## src/rtl/reaction_timer_bcd_pkg.sv

```systemverilog
// reaction_pkg: shared types and constants for the reaction-time benchmark.
//   state_e          - trial FSM states
//   LFSR_TAPS        - Galois mask for x^16+x^14+x^13+x^11 (right-shifting form)
//   BCD_MAX          - saturation value of the 4-digit BCD count
//   FALSE_START_CODE - pattern shown on the decoders after a premature click
//   lfsr_next()      - one step of the free-running random generator
package reaction_pkg;

    typedef enum logic [2:0] {
        S_IDLE,
        S_WAIT_RAND,
        S_GO,
        S_RESULT,
        S_FALSE_START
    } state_e;

    localparam logic [15:0] LFSR_TAPS        = 16'hB400;
    localparam logic [15:0] BCD_MAX          = 16'h9999;
    localparam logic [15:0] FALSE_START_CODE = 16'hFFFF;

    function automatic logic [15:0] lfsr_next(input logic [15:0] s);
        return (s >> 1) ^ (s[0] ? LFSR_TAPS : 16'h0000);
    endfunction

endpackage

```

## src/rtl/reaction_timer_bcd_counter4.sv

```systemverilog
// bcd_counter4: cascaded 4-digit decimal counter that saturates at 9999.
//   clk_i    - clock, rising edge
//   rst_ni   - asynchronous active-low reset (value -> 0000)
//   clr_i    - synchronous clear, wins over inc_i
//   inc_i    - add one to the units digit (ignored once saturated)
//   value_o  - {d3,d2,d1,d0}, d0 is the units digit
//   sat_o    - high while the value is 9999
module bcd_counter4
    import reaction_pkg::*;
(
    input  logic        clk_i,
    input  logic        rst_ni,
    input  logic        clr_i,
    input  logic        inc_i,
    output logic [15:0] value_o,
    output logic        sat_o
);

    logic [15:0] cnt_q, cnt_d;
    logic        carry;

    assign sat_o   = (cnt_q == BCD_MAX);
    assign value_o = cnt_q;

    // Ripple the increment through the digits; a digit at 9 wraps and carries.
    always_comb begin
        cnt_d = cnt_q;
        carry = 1'b0;
        if (clr_i) begin
            cnt_d = '0;
        end else if (inc_i && !sat_o) begin
            carry = 1'b1;
            for (int unsigned i = 0; i < 4; i++) begin
                if (carry) begin
                    if (cnt_q[i*4 +: 4] == 4'd9) begin
                        cnt_d[i*4 +: 4] = 4'd0;
                    end else begin
                        cnt_d[i*4 +: 4] = cnt_q[i*4 +: 4] + 4'd1;
                        carry           = 1'b0;
                    end
                end
            end
        end
    end

    always_ff @(posedge clk_i or negedge rst_ni) begin
        if (!rst_ni) cnt_q <= '0;
        else         cnt_q <= cnt_d;
    end

endmodule

```

## src/rtl/reaction_timer_bcd.sv

```systemverilog
// reaction_timer_bcd: reaction-time trial controller feeding four BCD digits
// to the HEX0..HEX3 decoders.
//   CLOCK_50  - system clock, rising edge
//   resetn    - asynchronous active-low reset
//   start     - one-cycle pulse, begin/restart a trial
//   click     - one-cycle pulse, user response
//   stimulus  - GO indication
//   busy      - trial in progress (WAIT_RAND or GO)
//   too_soon  - false start
//   overflow  - result saturated at 9999
//   bcd       - {d3,d2,d1,d0} result digits, FFFF after a false start
//   best_bcd  - best valid result when REACTION_BEST_SCORE_EN is defined, else 0
// Optional feature macro: REACTION_BEST_SCORE_EN
module reaction_timer_bcd
    import reaction_pkg::*;
#(
    parameter int          CLK_HZ       = 50000000,
    parameter int          MIN_DELAY_MS = 1000,
    parameter logic [15:0] LFSR_SEED    = 16'hACE1
) (
    input  logic        CLOCK_50,
    input  logic        resetn,
    input  logic        start,
    input  logic        click,
    output logic        stimulus,
    output logic        busy,
    output logic        too_soon,
    output logic        overflow,
    output logic [15:0] bcd,
    output logic [15:0] best_bcd
);

    localparam int TICK_DIV = CLK_HZ / 1000;
    localparam int TW       = (TICK_DIV > 1) ? $clog2(TICK_DIV) : 1;
    localparam int DW       = $clog2(MIN_DELAY_MS + 2048 + 1);
    localparam logic [TW-1:0] TICK_LAST = TW'(TICK_DIV - 1);

    state_e        state_q;
    logic [15:0]   lfsr_q;
    logic [TW-1:0] tick_q;
    logic [DW-1:0] delay_q;
    logic          stim_q, busy_q, too_soon_q, ovf_q;

    logic          ms_tick;
    logic          cnt_clr, cnt_inc, cnt_sat;
    logic [15:0]   cnt_value;
    logic [DW-1:0] delay_load;

    assign ms_tick    = (tick_q == TICK_LAST);
    assign delay_load = DW'(MIN_DELAY_MS) + DW'(lfsr_q[10:0]);

    // A start is accepted only where the FSM leaves for WAIT_RAND.
    assign cnt_clr = start && (state_q == S_IDLE || state_q == S_RESULT ||
                               state_q == S_FALSE_START);
    // A tick in the click cycle is dropped so the result freezes as shown.
    assign cnt_inc = (state_q == S_GO) && ms_tick && !click;

    bcd_counter4 u_count (
        .clk_i   (CLOCK_50),
        .rst_ni  (resetn),
        .clr_i   (cnt_clr),
        .inc_i   (cnt_inc),
        .value_o (cnt_value),
        .sat_o   (cnt_sat)
    );

    always_ff @(posedge CLOCK_50 or negedge resetn) begin
        if (!resetn) lfsr_q <= LFSR_SEED;
        else         lfsr_q <= lfsr_next(lfsr_q);
    end

    always_ff @(posedge CLOCK_50 or negedge resetn) begin
        if (!resetn) begin
            state_q    <= S_IDLE;
            tick_q     <= '0;
            delay_q    <= '0;
            stim_q     <= 1'b0;
            busy_q     <= 1'b0;
            too_soon_q <= 1'b0;
            ovf_q      <= 1'b0;
        end else begin
            tick_q <= ms_tick ? '0 : tick_q + 1'b1;
            case (state_q)
                S_IDLE, S_RESULT, S_FALSE_START: begin
                    if (start) begin
                        state_q    <= S_WAIT_RAND;
                        tick_q     <= '0;
                        delay_q    <= delay_load;
                        stim_q     <= 1'b0;
                        busy_q     <= 1'b1;
                        too_soon_q <= 1'b0;
                        ovf_q      <= 1'b0;
                    end
                end
                S_WAIT_RAND: begin
                    if (click) begin
                        state_q    <= S_FALSE_START;
                        tick_q     <= '0;
                        busy_q     <= 1'b0;
                        too_soon_q <= 1'b1;
                    end else if (ms_tick) begin
                        if (delay_q == '0) begin
                            state_q <= S_GO;
                            tick_q  <= '0;
                            stim_q  <= 1'b1;
                        end else begin
                            delay_q <= delay_q - 1'b1;
                        end
                    end
                end
                S_GO: begin
                    if (click || (ms_tick && cnt_sat)) begin
                        state_q <= S_RESULT;
                        tick_q  <= '0;
                        stim_q  <= 1'b0;
                        busy_q  <= 1'b0;
                        ovf_q   <= !click;
                    end
                end
                default: state_q <= S_IDLE;
            endcase
        end
    end

    assign stimulus = stim_q;
    assign busy     = busy_q;
    assign too_soon = too_soon_q;
    assign overflow = ovf_q;
    assign bcd      = too_soon_q ? FALSE_START_CODE : cnt_value;

`ifdef REACTION_BEST_SCORE_EN
    logic [15:0] best_q;

    // Packed BCD orders the same as the decimal value, so a plain compare works.
    always_ff @(posedge CLOCK_50 or negedge resetn) begin
        if (!resetn)
            best_q <= BCD_MAX;
        else if (state_q == S_GO && click && cnt_value < best_q)
            best_q <= cnt_value;
    end

    assign best_bcd = best_q;
`else
    assign best_bcd = '0;
`endif

endmodule

```

## config.mk

```make
export PLATFORM = sky130hd
export DESIGN_NAME = reaction_timer_bcd
export DESIGN_NICKNAME = d
export VERILOG_FILES = /design/src/rtl/reaction_timer_bcd_pkg.sv /design/src/rtl/reaction_timer_bcd_counter4.sv /design/src/rtl/reaction_timer_bcd.sv
export SDC_FILE = /design/constraint.sdc
export NUM_CORES = 1
export LEC_CHECK = 0
export CORE_AREA = 2 2 100 102
export DETAILED_ROUTE_END_ITERATION = 10
export DIE_AREA = 0 0 102 104
export DONT_BUFFER_PORTS = 1
export PLACE_DENSITY = 0.55
export SYNTH_ARGS = -nofsm -noshare
export SYNTH_HDL_FRONTEND = slang
export SYNTH_SLANG_ARGS = --single-unit
```

## constraint.sdc

```tcl
create_clock -name CLOCK_50 -period 2.1 [get_ports CLOCK_50]
set_input_delay 0.42 -clock CLOCK_50 [delete_from_list [all_inputs] [get_ports CLOCK_50]]
set_output_delay 0.42 -clock CLOCK_50 [all_outputs]
set_load 0.005 [all_outputs]
```

==> flow_summary.yaml <==
run:
  drv_cap: 0
floorplan:
  start_util_pct: 39.11
  fp.dieW_um: 102
  pin_count: 40
  rows: 36
  core_area_mm2: 0.009549
  dieArea_mm2: 0.01061
  die_y_um: 104
yosys:
  synth-seq-area-share_pct: 45.16
  yosys_warnings: 0
  async_flop_share_pct: 100.0
  synth_edf_count: 0
  synth_area_mm2: 0.003735
  synth_seq_cells: 67
  synth.avg_cell_area_um2: 9.676
  synth_cell_types: 72
  synthFlopType: "dfrtp_1"
  syn_inst: 386
global_route:
  grt_max_degree: 68
  track_usage_pct: 16.28
  grt_pass1_wl_um: 13830
  globalRoute.totalOverflow: 0
  antenna_found_initial: 0
  grt_pass1_vias: 2883
setup_path:
  cp_slowest_stage_delay_ps: 390
  regToRegStartpoint: "delay_q[1]"
  start_kind: "flop"
  required_ps: 2320
  arrival_ps: 2410
  crit_fanout: 6
  critPathMostFrequentCell: "buf_6"
  path_buf_inv: 4
  r2r_cells: 10
  path_cells: "inv_2 > ha_4 > or3b_4 > buf_6 > o41ai_4 > buf_4 > o31ai_4 > buf_6 > a21oi_2 > a21oi_1"
  critPathCapture: "delay_q[7]"
  reg2reg_to: "delay_q[7]"
  r2r_setup_slack_ps: -90
  critical_path.slowest_cell: "dfrtp_1"
  cp.depth: 10
  end_kind: "flop"
  cp_top_family: "compound AO/OA/AOI/OAI gates"
  path_class: "flop to flop"
  setup.worst_path.start: "delay_q[1]"
timing:
  max_slew_margin_pct: 59.72
  fin_skew_ps: 8.850
  setup_viol: 5
  tns_ps: -262.9
  finalWorstSetupSlack_ps: -90.10
  fmax_mhz: 456.6
  hold_viol_final: 0
  slew_violations: 0
  rsz0062_at_grt: "yes"
  whs_ps: 208.1
  worst_pin_slew_ps: 589.0
  period_share_pct: 104.3
  period_minus_slack_ps: 2190
route:
  drtPass1Iterations: 4
  drt_iter0_markers: 102
  antenna_left: 0
  vias: 3047
  wl_um: 8484
  drcViolationCount: 0
  vias_per_cell: 5.104
  avgRoutedWirePerCell_um: 14.21
pwr:
  p_leak_nw: 2.151
  total_power_mw: 3.776
  power.density_mw_per_mm2: 793.4
  ir_worst_vdd_mv: 0.3068
placed_design:
  io_buffers: 0
  dp_worst_setup_slack_ps: -243.3
  dp_hpwl_um: 5609
  gp_congestion: 0.7876
  placed_area_mm2: 0.004205
finish:
  n_antenna_cell: 0
  regArea_mm2: 0.001687
  fin_area_mm2: 0.004760
  area_growth_pct: 27.44
  multi_input_comb_area_mm2: 0.002019
  final_common_cell: "buf_4"
  final_cell_mix: "buf_4 (66), dfrtp_1 (59), nor2_1 (39)"
  nFillCells: 884
  drive_gt1_share_pct: 36.64
  nNetsFinal: 466
clocking:
  cts_root_buffer: "clkbuf_8"
  cts_tree: "done"
  cts_buffer_depth: 2
  numCtsBuffers: 9
  h-tree-depth: 3
  clk_latency_ps: 340
  clk_pin_slew_ps: 80
  cts_sinks: 67
status:
  status: "finished with violations"
  violations: "negative setup slack"
min_path:
  hp-class: "primary input to flop"
==> where the power goes <==
group / total (mW) / switching (mW) / internal [mW]
Sequential: 1.55 / 0.131 / 1.42
Clock: 1.06 / 0.512 / 0.543
Combinational: 1.17 / 0.591 / 0.581
Total: 3.78 / 1.23 / 2.54
==> per-layer routing <==
layer | up-vias | share of wire (%) | global-route usage (%) | wire (um)
met1 | 1457 | 46 | 21.84 | 3899
li1 | 1506 | - | - | -
met2 | 69 | 48 | 25.66 | 4082
met4 | 0 | 1.9 | 5.714 | 158
met5 | - | 0 | 0 | 0
met3 | 15 | 4.1 | 3.763 | 344
==> how the worst min path moves through the flow <==
stage,depth (start not counted),slack (ps),endpoint,from
after detailed placement,0,130,u_count.value_o[4],resetn
after global placement,0,130,u_count.value_o[4],resetn
after global routing,1,190,state_q[1],start
after floorplan,0,120,busy,resetn
final,1,210,state_q[1],start
after CTS,1,200,state_q[1],start
==> through the flow <==
| stage | cells | util (%) |
|---|---|---|
| floorplan | 401 | - |
| global placement | 562 | 44.04 |
| detailed placement | 562 | 44.04 |
| CTS | 585 | 47.64 |
| global route | 597 | 49.84 |
| finish | 597 | 49.84 |
==> Yosys cell counts, types with 2 or more instances <==
| cell | number | area (um2) |
|---|---|---|
| dfrtp_1 | 59 | 1476 |
| nor2_1 | 39 | 146.4 |
| nand2_1 | 31 | 116.4 |
| a21oi_1 | 28 | 140.1 |
| buf_4 | 17 | 127.6 |
| o21ai_0 | 16 | 80.08 |
| or2_2 | 16 | 100.1 |
| xor2_1 | 14 | 122.6 |
| inv_1 | 13 | 48.80 |
| xnor2_1 | 12 | 105.1 |
| nand3_1 | 11 | 55.05 |
| nor3_1 | 11 | 55.05 |
| clkbuf_1 | 10 | 37.54 |
| dfstp_2 | 8 | 210.2 |
| nand4_1 | 7 | 43.79 |
| or3_1 | 7 | 43.79 |
| and4bb_2 | 4 | 50.05 |
| mux2i_1 | 4 | 40.04 |
| a22o_1 | 3 | 26.28 |
| a311oi_1 | 3 | 26.28 |
| a32o_1 | 3 | 30.03 |
| and3_1 | 3 | 18.77 |
| ha_1 | 3 | 37.54 |
| o2bb2ai_1 | 3 | 26.28 |
| o31ai_1 | 3 | 22.52 |
| a2111oi_0 | 2 | 17.52 |
| a22oi_1 | 2 | 15.01 |
| a31oi_1 | 2 | 12.51 |
| buf_2 | 2 | 10.01 |
| buf_6 | 2 | 22.52 |
| nor2b_1 | 2 | 12.51 |
| nor4_1 | 2 | 12.51 |
| o22ai_1 | 2 | 12.51 |
| o41ai_1 | 2 | 17.52 |
| or4_1 | 2 | 15.01 |
| or4_4 | 2 | 22.52 |
==> layout make-up <==
cell class / count / share of cell area [%]
inverter: 13 / 1.025
sequential: 67 / 35.44
multi-input combinational: 290 / 42.43
clock buffer: 9 / 2.603
tap: 133 / 3.496
timing repair buffer: 78 / 13.56
clock inverter: 7 / 1.446
==> logic make-up after synthesis <==
| family | synth area share (%) |
|---|---|
| mux | 1.374 |
| fa+ha+maj | 1.005 |
| xor+xnor | 6.097 |
| compound gates | 14.57 |
| flops | 45.16 |
| other cells | 0.1004 |
| buf+inv | 6.734 |
| simple gates | 24.96 |
==> state kept, by name, summed over array words and instances (netlist names) <==
name and count:
busy 1, delay_q 12, lfsr_q 16, overflow 1
state_q 3, stimulus 1, tick_q 16, too_soon 1
u_count.value_o 16
==> repair_timing <==
| action | CTS | global route |
|---|---|---|
| setup endpoints to repair | 19 | 22 |
| setup buffers | 5 | 11 |
| endpoints found under the hold margin | 67 | 0 |
| cloned | 0 | 1 |
| gates resized for setup | 18 | 31 |
| pin swaps | 12 | 20 |
| hold buffers | 2 | 0 |
No activity file was read; power rests on OpenSTA's default activity.
